### config.mk
export PLATFORM = sky130hd
export DESIGN_NAME = mul_seq
export DESIGN_NICKNAME = d
export VERILOG_FILES = /design/src/rtl/mul_seq_pkg.sv /design/src/rtl/mul_seq.sv
export SDC_FILE = /design/constraint.sdc
export NUM_CORES = 1
export LEC_CHECK = 0
export BUFFER_PORTS_ARGS = -buffer_cell sky130_fd_sc_hd__buf_2
export CORE_MARGIN = 4
export CORE_UTILIZATION = 59
export DETAILED_ROUTE_END_ITERATION = 7
export PLACE_DENSITY = 0.84
export SETUP_SLACK_MARGIN = 0.2
export SLEW_MARGIN = 20
export SYNTH_ARGS = -nofsm -noshare
export SYNTH_HDL_FRONTEND = slang
export SYNTH_SLANG_ARGS = --single-unit
### constraint.sdc
create_clock -name clk -period 5.5 [get_ports clk]
set_input_delay 1.1 -clock clk [delete_from_list [all_inputs] [get_ports clk]]
set_output_delay 1.1 -clock clk [all_outputs]
set_load 0.05 [all_outputs]
### src/rtl/mul_seq_pkg.sv
// Shared definitions for the sequential shift-add multiplier: default width,
// FSM state encoding and the iteration counter sizing helper.
package mul_seq_pkg;

  localparam int DEF_WIDTH = 16;

  typedef enum logic [1:0] {
    IDLE = 2'b00,
    RUN  = 2'b01,
    DONE = 2'b10
  } state_e;

  // Counter must be able to hold the value WIDTH itself.
  function automatic int cnt_width(input int w);
    return $clog2(w + 1);
  endfunction

endpackage

### src/rtl/mul_seq.sv
// Sequential shift-add multiplier: one multiplier bit per clock, magnitude
// multiply with a final conditional negate for signed operands.
module mul_seq
  import mul_seq_pkg::*;
#(
  parameter int WIDTH = DEF_WIDTH
) (
  input  logic             clk,
  input  logic             reset,
  input  logic             start,
  input  logic             signed_op,
  input  logic [WIDTH-1:0] a,
  input  logic [WIDTH-1:0] b,
  output logic             busy,
  output logic             done,
  output logic [WIDTH-1:0] prod_lo,
  output logic [WIDTH-1:0] prod_hi,
  output logic [1:0]       dbg_state
);

  localparam int CW = cnt_width(WIDTH);
  localparam logic [CW-1:0] LAST = CW'(WIDTH - 1);

  // Handshake: start is accepted on a rising edge whenever busy=0 (IDLE or
  // DONE); done pulses for exactly one cycle and the product stays valid
  // on prod_hi/prod_lo until the next done or reset.

  state_e               state_q, state_d;
  logic [WIDTH-1:0]     mcand_q, mcand_d;
  logic [WIDTH-1:0]     mplier_q, mplier_d;
  logic [WIDTH-1:0]     acc_q, acc_d;
  logic                 neg_q, neg_d;
  logic [CW-1:0]        count_q, count_d;
  logic [2*WIDTH-1:0]   prod_q, prod_d;

  logic [WIDTH-1:0]     addend;
  logic [WIDTH:0]       sum;
  logic [WIDTH-1:0]     acc_sh;
  logic [WIDTH-1:0]     mplier_sh;
  logic [2*WIDTH-1:0]   raw;
  logic [2*WIDTH-1:0]   result;
  logic [WIDTH-1:0]     a_mag;
  logic [WIDTH-1:0]     b_mag;

  always_comb begin
    state_d  = state_q;
    mcand_d  = mcand_q;
    mplier_d = mplier_q;
    acc_d    = acc_q;
    neg_d    = neg_q;
    count_d  = count_q;
    prod_d   = prod_q;

    // One iteration: conditional add into the upper half, then shift
    // {carry, acc, mplier} right so product bits fill mplier from the top.
    addend    = mplier_q[0] ? mcand_q : {WIDTH{1'b0}};
    sum       = {1'b0, acc_q} + {1'b0, addend};
    acc_sh    = sum[WIDTH:1];
    mplier_sh = {sum[0], mplier_q[WIDTH-1:1]};
    raw       = {acc_sh, mplier_sh};
    result    = neg_q ? (~raw + 1'b1) : raw;

    // -0x8000 wraps to 0x8000, which is the correct unsigned magnitude.
    a_mag = (signed_op && a[WIDTH-1]) ? (~a + 1'b1) : a;
    b_mag = (signed_op && b[WIDTH-1]) ? (~b + 1'b1) : b;

    case (state_q)
      IDLE, DONE: begin
        state_d = IDLE;
        if (start) begin
          state_d  = RUN;
          mcand_d  = a_mag;
          mplier_d = b_mag;
          neg_d    = signed_op & (a[WIDTH-1] ^ b[WIDTH-1]);
          acc_d    = '0;
          count_d  = '0;
        end
      end
      RUN: begin
        acc_d    = acc_sh;
        mplier_d = mplier_sh;
        count_d  = count_q + CW'(1);
        if (count_q == LAST) begin
          state_d = DONE;
          prod_d  = result;
        end
      end
      default: state_d = IDLE;
    endcase
  end

  always_ff @(posedge clk or posedge reset) begin
    if (reset) begin
      state_q  <= IDLE;
      mcand_q  <= '0;
      mplier_q <= '0;
      acc_q    <= '0;
      neg_q    <= 1'b0;
      count_q  <= '0;
      prod_q   <= '0;
    end else begin
      state_q  <= state_d;
      mcand_q  <= mcand_d;
      mplier_q <= mplier_d;
      acc_q    <= acc_d;
      neg_q    <= neg_d;
      count_q  <= count_d;
      prod_q   <= prod_d;
    end
  end

  assign busy      = (state_q == RUN);
  assign done      = (state_q == DONE);
  assign prod_lo   = prod_q[WIDTH-1:0];
  assign prod_hi   = prod_q[2*WIDTH-1:WIDTH];
  assign dbg_state = state_q;

endmodule

==> results.md, run 1 <==
- Status: finished clean
- GRT Residual Overflow: 0
- R2R depth: 10
- Crit. End Element: register
- Area share of the largest cell type after synthesis: 0.398
- R2R Setup Slk: 1.78 ns
- Syn Nets: 683
- TritonCTS clock tree: done
- Asr flop ratio synth: 1.00
- Finished Core Util: 0.670
- Synth area leaders: dfrtp_1 40%, o21ai_0 7.5%, xor2_1 7.1%
- Cts hold-fix bufs: 0
- CP Launch Type: register
- DRT antenna net count: 0
- Setup TNS: 0 ns
- Cell Count, Final, Fillers Out: 796
- Initial Utilization: 0.601
- Hold Path Origin: prod_q[16]$_DFFE_PP0P_
- Worst-path fanout max: 17
- Cell area after layout: 6160 um^2
- Most frequent cell after synthesis: dfrtp_1
- Crit path DAT: 3.94 ns
- Cells after synthesis: 625
- Reg2Reg Capture Point: prod_q[30]$_DFFE_PP0P_
- Crit Path Class: reg2reg
- Nets@finish: 738
- Hold/Removal Path Class: reg2reg
- Worst vdd ir: 0.000357 V
- Later-pin clock latency in the skew report: 0.36 ns
- CORE AREA: 9200 um^2
- Register area share after synthesis: 0.398
- Residual DRC: 0
- Leak: 2.84 nW
- Max Root-Sink Buffers: 2
- Synth Area per Inst: 8.85 um^2
- # fillers: 752
- CTS resizes: 0
- Period Utilization, post-route: 0.676
- Max_slew headroom: 0.346
- Cell taking the most area after synthesis: dfrtp_1
- # rows: 35
- H-tree levels: 3
- Syn. warnings: 0
- Die Width: 105 um
- Hold path endpoint: prod_q[16]$_DFFE_PP0P_
- Max Clock Skew: 0.0183 ns
- Reg-to-reg critical path startpoint: mplier_q[0]$_DFFE_PP0P_
- Placed inst area: 5940 um^2
- DRT Wirelength: 13.0 mm
- Worst hold path depth: 2
- Setup Fix Bufs, Post-CTS: 0
- DR pass1 iterations: 6
- First-pass GRT wire length: 22.2 mm
- Clock Tree Root: clkbuf_8
- Number of global-route vias before repair: 4,582
- Mapped Area: 5530 um^2
- Total of max-cap violations: 0
- Share of cells above drive strength 1: 0.155
- Largest net degree at the start of global routing: 70
- Slew @ Worst Pin: 0.981 ns
- Max-slew violations: 0
- Seq cells post-synth: 88
- DR WL/cell: 16.4 um
- Worst path required time: 5.72 ns
- P&R area growth vs syn: 11.3%
- # setup viols final: 0
- PortBufs: 71
- EDFF count, synth: 0
- Full die area: 11,000 um^2
- Average via count per standard cell: 6.12
- Commonest cells post-synth: 88 x dfrtp_1, 87 x nand2_1, 83 x o21ai_0, 45 x xor2_1, 30 x clkbuf_1
- GRT Util Overall: 0.243
- Fin. Hold Viols: 0
- Reg clk slew, reported paths: 0.09 ns
- Final HPWL DP: 9.63 mm
- Dpl cells: 780
- Via count: 4,874
- Io pins: 72
- Highest clock rate: 0.269 GHz
- Total CTS buffers: 9
- Sink Count: 88
- Synth Flop Type: dfrtp_1
- Iteration-0 DRC Markers: 508
- RSZ-0062 raised after global routing: no
- Initial antenna violation count: 0
- Die height: 105 um
- Yosys cell types: 63
- Power Dens Cells: 636 nW/um^2
- Fin crit period: 3.72 ns
- Antenna Cells: 0
- Routability-driven placement congestion ratio: 0.980
[cells in the final DEF, fill, tap and decap left out, drive strengths merged, types with 3 or more instances in the layout]
| cell | Yosys | layout |
|---|---|---|
| o21ai | 86 | 86 |
| or3 | 11 | 11 |
| nor2b | 4 | 4 |
| nor4 | 3 | 3 |
| a21o | 5 | 5 |
| and3 | 3 | 3 |
| a22oi | 15 | 15 |
| inv | 14 | 16 |
| nand3 | 14 | 14 |
| xor2 | 45 | 45 |
| nor2 | 27 | 27 |
| a22o | 14 | 14 |
| o41ai | 8 | 8 |
| ha | 21 | 21 |
| a21oi | 26 | 26 |
| nand2 | 87 | 87 |
| nand4 | 7 | 7 |
| nand2b | 8 | 8 |
| xnor2 | 18 | 18 |
| and2 | 20 | 20 |
| nor3 | 12 | 12 |
| o31ai | 16 | 16 |
| buf | 2 | 76 |
| o221ai | 3 | 3 |
| dfrtp | 88 | 88 |
| clkbuf | 30 | 10 |
| clkinv | 1 | 3 |
[worst max-delay path, stage by stage, from the launching register on]
cell and delay (ns):
dfrtp_1 0.51, and2_1 0.23, ha_1 0.36, a21oi_1 0.32, a21oi_1 0.20, or3_1 0.39, o311ai_0 0.78, o211ai_1 0.26
o41ai_2 0.28, xor2_1 0.20, o21ai_1 0.07
[layout make-up]
type	count	area, um^2	share of cell area
Sequential cell	88	2200	0.358
Inverter	15	57.6	0.00935
Tap cell	111	139	0.0226
Timing Repair Buffer	76	393	0.0638
Clock buffer	10	138	0.0224
Clock inverter	6	75.1	0.0122
Multi-Input combinational cell	490	3150	0.512
[worst max-delay path by stage]
stage	from	to	slack [ns]	depth (start not counted)
after global routing	mplier_q[0]$_DFFE_PP0P_	prod_q[28]$_DFFE_PP0P_	1.55	10
final	mplier_q[0]$_DFFE_PP0P_	prod_q[30]$_DFFE_PP0P_	1.78	10
after floorplan	reset	acc_q[0]$_DFFE_PP0P_	2.12	1
after CTS	mplier_q[0]$_DFFE_PP0P_	prod_q[30]$_DFFE_PP0P_	1.85	10
after global placement	mplier_q[0]$_DFFE_PP0P_	prod_q[30]$_DFFE_PP0P_	2.03	11
after detailed placement	mplier_q[0]$_DFFE_PP0P_	prod_q[30]$_DFFE_PP0P_	1.88	10
[registers in the layout, summed over array words and instances (netlist names)]
name	flops
mcand_q	16
prod_q	32
neg_q	1
mplier_q	16
count_q	5
acc_q	16
dbg_state	2
[through the flow]
step           hold WS, ns  power, W  setup WS [ns]
6_report             0.478   0.00392           1.78
5_1_grt              0.516   0.00420           1.55
4_1_cts              0.486   0.00390           1.85
3_5_place_dp         0.465   0.00341           1.88
3_3_place_gp         0.456   0.00332           2.03
2_1_floorplan        0.438   0.00289           2.12
[cell families (layout without fill, tap and decap cells)]
| logic type | count (synthesis) | in the layout | synth area share |
|---|---|---|---|
| buf+inv | 47 | 107 | 0.0321 |
| flops | 88 | 88 | 0.398 |
| fa+ha+maj | 22 | 22 | 0.0511 |
| simple gates | 205 | 205 | 0.181 |
| compound gates | 196 | 196 | 0.230 |
| mux | 4 | 4 | 0.00769 |
| xor+xnor | 63 | 63 | 0.0998 |
[per-layer routing]
metal,GRT usage,part of all wire,up-vias,wire (um)
li1,-,-,2353,-
met1,0.355,0.47,2314,6140
met2,0.377,0.46,189,5980
met3,0.0340,0.058,18,750
met4,0.0703,0.013,0,163
met5,0,0,-,0
[power breakdown]
group	switching (W)	internal, W
registers	0.000270	0.000950
clock network	0.000248	0.000230
logic	0.00147	0.000752
total	0.00198	0.00193
Note: power is estimated with default switching activity, not from simulation.
==> inputs of run 2 (changes only) <==
Settings changed: ABC_AREA from default to 1.
Clock period 5.5 ns to 3.8 ns, I/O delays scaled along.
==> run 2 against run 1 <==
  * Non-clock buffer count grew 1
  * Worst hold slack got worse by 0.022 ns
  * First-iteration DRC count fell by 19%
  * Register-to-register slack got worse by 0.77 ns
  * Critical path type unchanged
  * Clock-buffer cell count down 1
  * Via count up 12%
  * Power is 51% higher
  * Fmax increased by 34%
  * Setup slack lost 0.77 ns
  * Highest routed layer unchanged
  * Die area rose by 8.6%
==> results.md, run 2 <==
- Status: finished clean (unchanged)
- Die height: 109 um (was 105 um)
- Total CTS buffers: 9 (unchanged)
- Synth Area per Inst: 7.21 um^2 (was 8.85 um^2)
- # rows: 36 (was 35)
- Full die area: 11,900 um^2 (was 11,000 um^2)
- Period Utilization, post-route: 0.732 (was 0.676)
- Io pins: 72 (unchanged)
- Cell area after layout: 6710 um^2 (was 6160 um^2)
- Crit. End Element: register (unchanged)
- Sequential share of power: 0.287 (was 0.312)
- Footprint of the multi-input gates: 3280 um^2 (was 3150 um^2)
- Clock Power Share: 0.104 (was 0.122)
- Seq. cell area: 2200 um^2 (unchanged)
- Number of global-route vias before repair: 4,868 (was 4,582)
- Max_slew headroom: 0.457 (was 0.346)
- Most frequent cells in the layout: 247 x nand2_1, 113 x inv_1, 88 x dfrtp_1 (was 88 x dfrtp_1, 87 x nand2_1, 83 x o21ai_0)
- Via count: 5,479 (was 4,874)
- Initial Utilization: 0.613 (was 0.601)
- Later-pin clock latency in the skew report: 0.37 ns (was 0.36 ns)
- Area share of the largest cell type after synthesis: 0.364 (was 0.398)
- DR WL/cell: 12.9 um (was 16.4 um)
- Total of max-cap violations: 0 (unchanged)
- H-tree levels: 3 (unchanged)
- Reg2Reg Capture Point: prod_q[31]$_DFFE_PP0P_ (was prod_q[30]$_DFFE_PP0P_)
- Number of flip-flops in the largest register: 32 (unchanged)
- Reg-to-reg critical path startpoint: mplier_q[0]$_DFFE_PP0P_ (unchanged)
- Worst vdd ir: 0.000570 V (was 0.000357 V)
- Max Clock Skew: 0.0157 ns (was 0.0183 ns)
- Final HPWL DP: 10.4 mm (was 9.63 mm)
- PortBufs: 71 (unchanged)
- Critical path origin: mplier_q[0]$_DFFE_PP0P_ (unchanged)
- Cell taking the most area after synthesis: dfrtp_1 (unchanged)
- Psw: 0.00317 W (was 0.00198 W)
- TritonCTS clock tree: done (unchanged)
- Mapped Area: 6050 um^2 (was 5530 um^2)
- Leading cell type in the layout, fill and taps excluded: nand2_1 (was dfrtp_1)
- Largest family of logic cells by synthesized area: simple AND/OR/NAND/NOR gates (was compound AO/OA/AOI/OAI gates)
- XOR/XNOR share of the synthesized area: 0.0664 (was 0.0998)
- Highest clock rate: 0.359 GHz (was 0.269 GHz)
- Mux contribution to synthesized area: 0 (was 0.00769)
- P&R area growth vs syn: 10.9% (was 11.3%)
- Worst-path fanout max: 17 (unchanged)
- Fin. Hold Viols: 0 (unchanged)
- Sink Count: 88 (unchanged)
- Antenna Cells: 0 (unchanged)
- Max Root-Sink Buffers: 2 (unchanged)
- Worst path required time: 4.06 ns (was 5.72 ns)
- Seq cells post-synth: 88 (unchanged)
- R2R depth: 14 (was 10)
- Iteration-0 DRC Markers: 410 (was 508)
- # fillers: 863 (was 752)
- Leak: 3.56 nW (was 2.84 nW)
- Largest Register: prod_q (unchanged)
- Synth area leaders: dfrtp_1 36%, nand2_1 15%, inv_1 7.1% (was dfrtp_1 40%, o21ai_0 7.5%, xor2_1 7.1%)
- Setup TNS: 0 ns (unchanged)
- Synth Flop Type: dfrtp_1 (unchanged)
- Crit Path Class: reg2reg (unchanged)
- Yosys cell types: 40 (was 63)
- Final setup margin: 1.02 ns (was 1.78 ns)
- Clock Tree Root: clkbuf_8 (unchanged)
- Max-slew violations: 0 (unchanged)
- Average via count per standard cell: 5.26 (was 6.12)
- Cts hold-fix bufs: 0 (unchanged)
- Largest net degree at the start of global routing: 89 (was 70)
- Cells after synthesis: 839 (was 625)
- GRT Util Overall: 0.237 (was 0.243)
- GRT Residual Overflow: 0 (unchanged)
- Reg clk slew, reported paths: 0.10 ns (was 0.09 ns)
- Most frequent cell after synthesis: nand2_1 (was dfrtp_1)
- Register area share after synthesis: 0.364 (was 0.398)
- Residual DRC: 0 (unchanged)
- Die Width: 109 um (was 105 um)
- EDFF count, synth: 0 (unchanged)
- # setup viols final: 0 (unchanged)
- Cell-internal power: 0.00275 W (was 0.00193 W)
- Worst setup endpoint: prod_q[31]$_DFFE_PP0P_ (was prod_q[30]$_DFFE_PP0P_)
- Switching share of power: 0.536 (was 0.507)
- Fin crit period: 2.78 ns (was 3.72 ns)
- Syn. warnings: 0 (unchanged)
- Power Dens Cells: 883 nW/um^2 (was 636 nW/um^2)
- Placed inst area: 6520 um^2 (was 5940 um^2)
- DR pass1 iterations: 5 (was 6)
- CORE AREA: 9860 um^2 (was 9200 um^2)
- R2R Setup Slk: 1.02 ns (was 1.78 ns)
- Initial antenna violation count: 0 (unchanged)
- CP Launch Type: register (unchanged)
- CTS resizes: 0 (unchanged)
- DRT antenna net count: 0 (unchanged)
- Hold/Removal Path Class: in2async (was reg2reg)
- Post-Synth Adder-Cell Area: 0.0468 (was 0.0511)
- Simple-Gate Fraction of Synth Area: 0.327 (was 0.181)
- Crit path DAT: 3.04 ns (was 3.94 ns)
- Combinational share of power: 0.609 (was 0.566)
- Commonest cells post-synth: 247 x nand2_1, 114 x inv_1, 88 x dfrtp_1, 66 x o21ai_0, 60 x nor2_1 (was 88 x dfrtp_1, 87 x nand2_1, 83 x o21ai_0, 45 x xor2_1, 30 x clkbuf_1)
- Pwr Total: 0.00592 W (was 0.00392 W)
- Routability-driven placement congestion ratio: 0.905 (was 0.980)
- Setup Fix Bufs, Post-CTS: 0 (unchanged)
- RSZ-0062 raised after global routing: no (unchanged)
- Nets@finish: 961 (was 738)
- Syn Nets: 897 (was 683)
- Synth Area in Compound Gates: 0.102 (was 0.230)
- Finished Core Util: 0.680 (was 0.670)
- Place WS: 1.04 ns (was 1.88 ns)
- First-pass GRT wire length: 22.6 mm (was 22.2 mm)
- Asr flop ratio synth: 1.00 (unchanged)
- Share of cells above drive strength 1: 0.165 (was 0.155)
- DRT Wirelength: 13.4 mm (was 13.0 mm)
- Slew @ Worst Pin: 0.815 ns (was 0.981 ns)
==> run 2: changes by cell type after synthesis, moves of 10 or more <==
cell      previous run  this run
xnor2_1             18         6
nand3_1             14        50
nand2_2              0        15
or3_1               10         0
nor2_1              27        60
o31ai_1             16         2
clkbuf_1            30        19
nand2_1             87       247
a22oi_1             15         0
and2_1              19         3
inv_1               14       114
a22o_1              14         3
o21ai_0             83        66
==> run 2: kinds of logic after synthesis <==
kind of cell               count (synthesis)
and+or+nand+nor                          428
buffers and inverters                    146
AOI/OAI and AO/OA                        110
DFF                                       88
xor gates and xnor gates                  45
adders and majority gates                 22
==> run 2: how the worst min path moves through the flow <==
| stage | startpoint | to | slack [ns] |
|---|---|---|---|
| final | reset | prod_q[1]$_DFFE_PP0P_ | 0.46 |
| after global routing | reset | prod_q[1]$_DFFE_PP0P_ | 0.50 |
| after CTS | count_q[3]$_DFFE_PP0P_ | count_q[3]$_DFFE_PP0P_ | 0.48 |
| after detailed placement | prod_q[26]$_DFFE_PP0P_ | prod_q[26]$_DFFE_PP0P_ | 0.46 |
| after global placement | count_q[3]$_DFFE_PP0P_ | count_q[3]$_DFFE_PP0P_ | 0.46 |
| after floorplan | count_q[3]$_DFFE_PP0P_ | count_q[3]$_DFFE_PP0P_ | 0.44 |
==> run 2: critical path, stage by stage (launching register included) <==
cell and delay [ns]:
dfrtp_1 0.56, nand2_1 0.16, inv_1 0.05, ha_1 0.24, fa_1 0.47, xnor2_2 0.27, nand3_1 0.15, nor2_4 0.12
nand3_2 0.11, nor2_4 0.14, nand3_4 0.09, nand2_4 0.08, nand3_1 0.09, nand3_1 0.09, nand2_1 0.06
==> run 2: through the flow <==
| step | instances | hold WS [ns] |
|---|---|---|
| 3_5_place_dp | 1025 | 0.462 |
| 3_3_place_gp | 1025 | 0.455 |
| 6_report | 1041 | 0.456 |
| 4_1_cts | 1041 | 0.481 |
| 5_1_grt | 1041 | 0.497 |
| 2_1_floorplan | 839 | 0.440 |
==> run 2: cell type report <==
type / count / share of cell area
well taps: 133 / 0.0248
flip-flops and latches: 88 / 0.328
inverters: 122 / 0.0685
multi-input cells: 605 / 0.489
repair buffers: 77 / 0.0616
clock inverters: 7 / 0.00877
clock buffers: 9 / 0.0185
==> run 2: power groups by stage <==
stage | combinational [W] | sequential, W | clock, W
after floorplan | 0.00240 | 0.00209 | 0
final | 0.00361 | 0.00170 | 0.000618
after detailed placement | 0.00358 | 0.00171 | 0
after global placement | 0.00350 | 0.00170 | 0
after CTS | 0.00360 | 0.00169 | 0.000622
after global routing | 0.00401 | 0.00176 | 0.000661
==> run 2: layer usage <==
layer	global-route usage	wire length, um	up-vias
li1	-	-	2786
met1	0.360	6470	2483
met2	0.357	5750	199
met3	0.0314	1070	11
met4	0.0614	146	0
met5	0	0	-
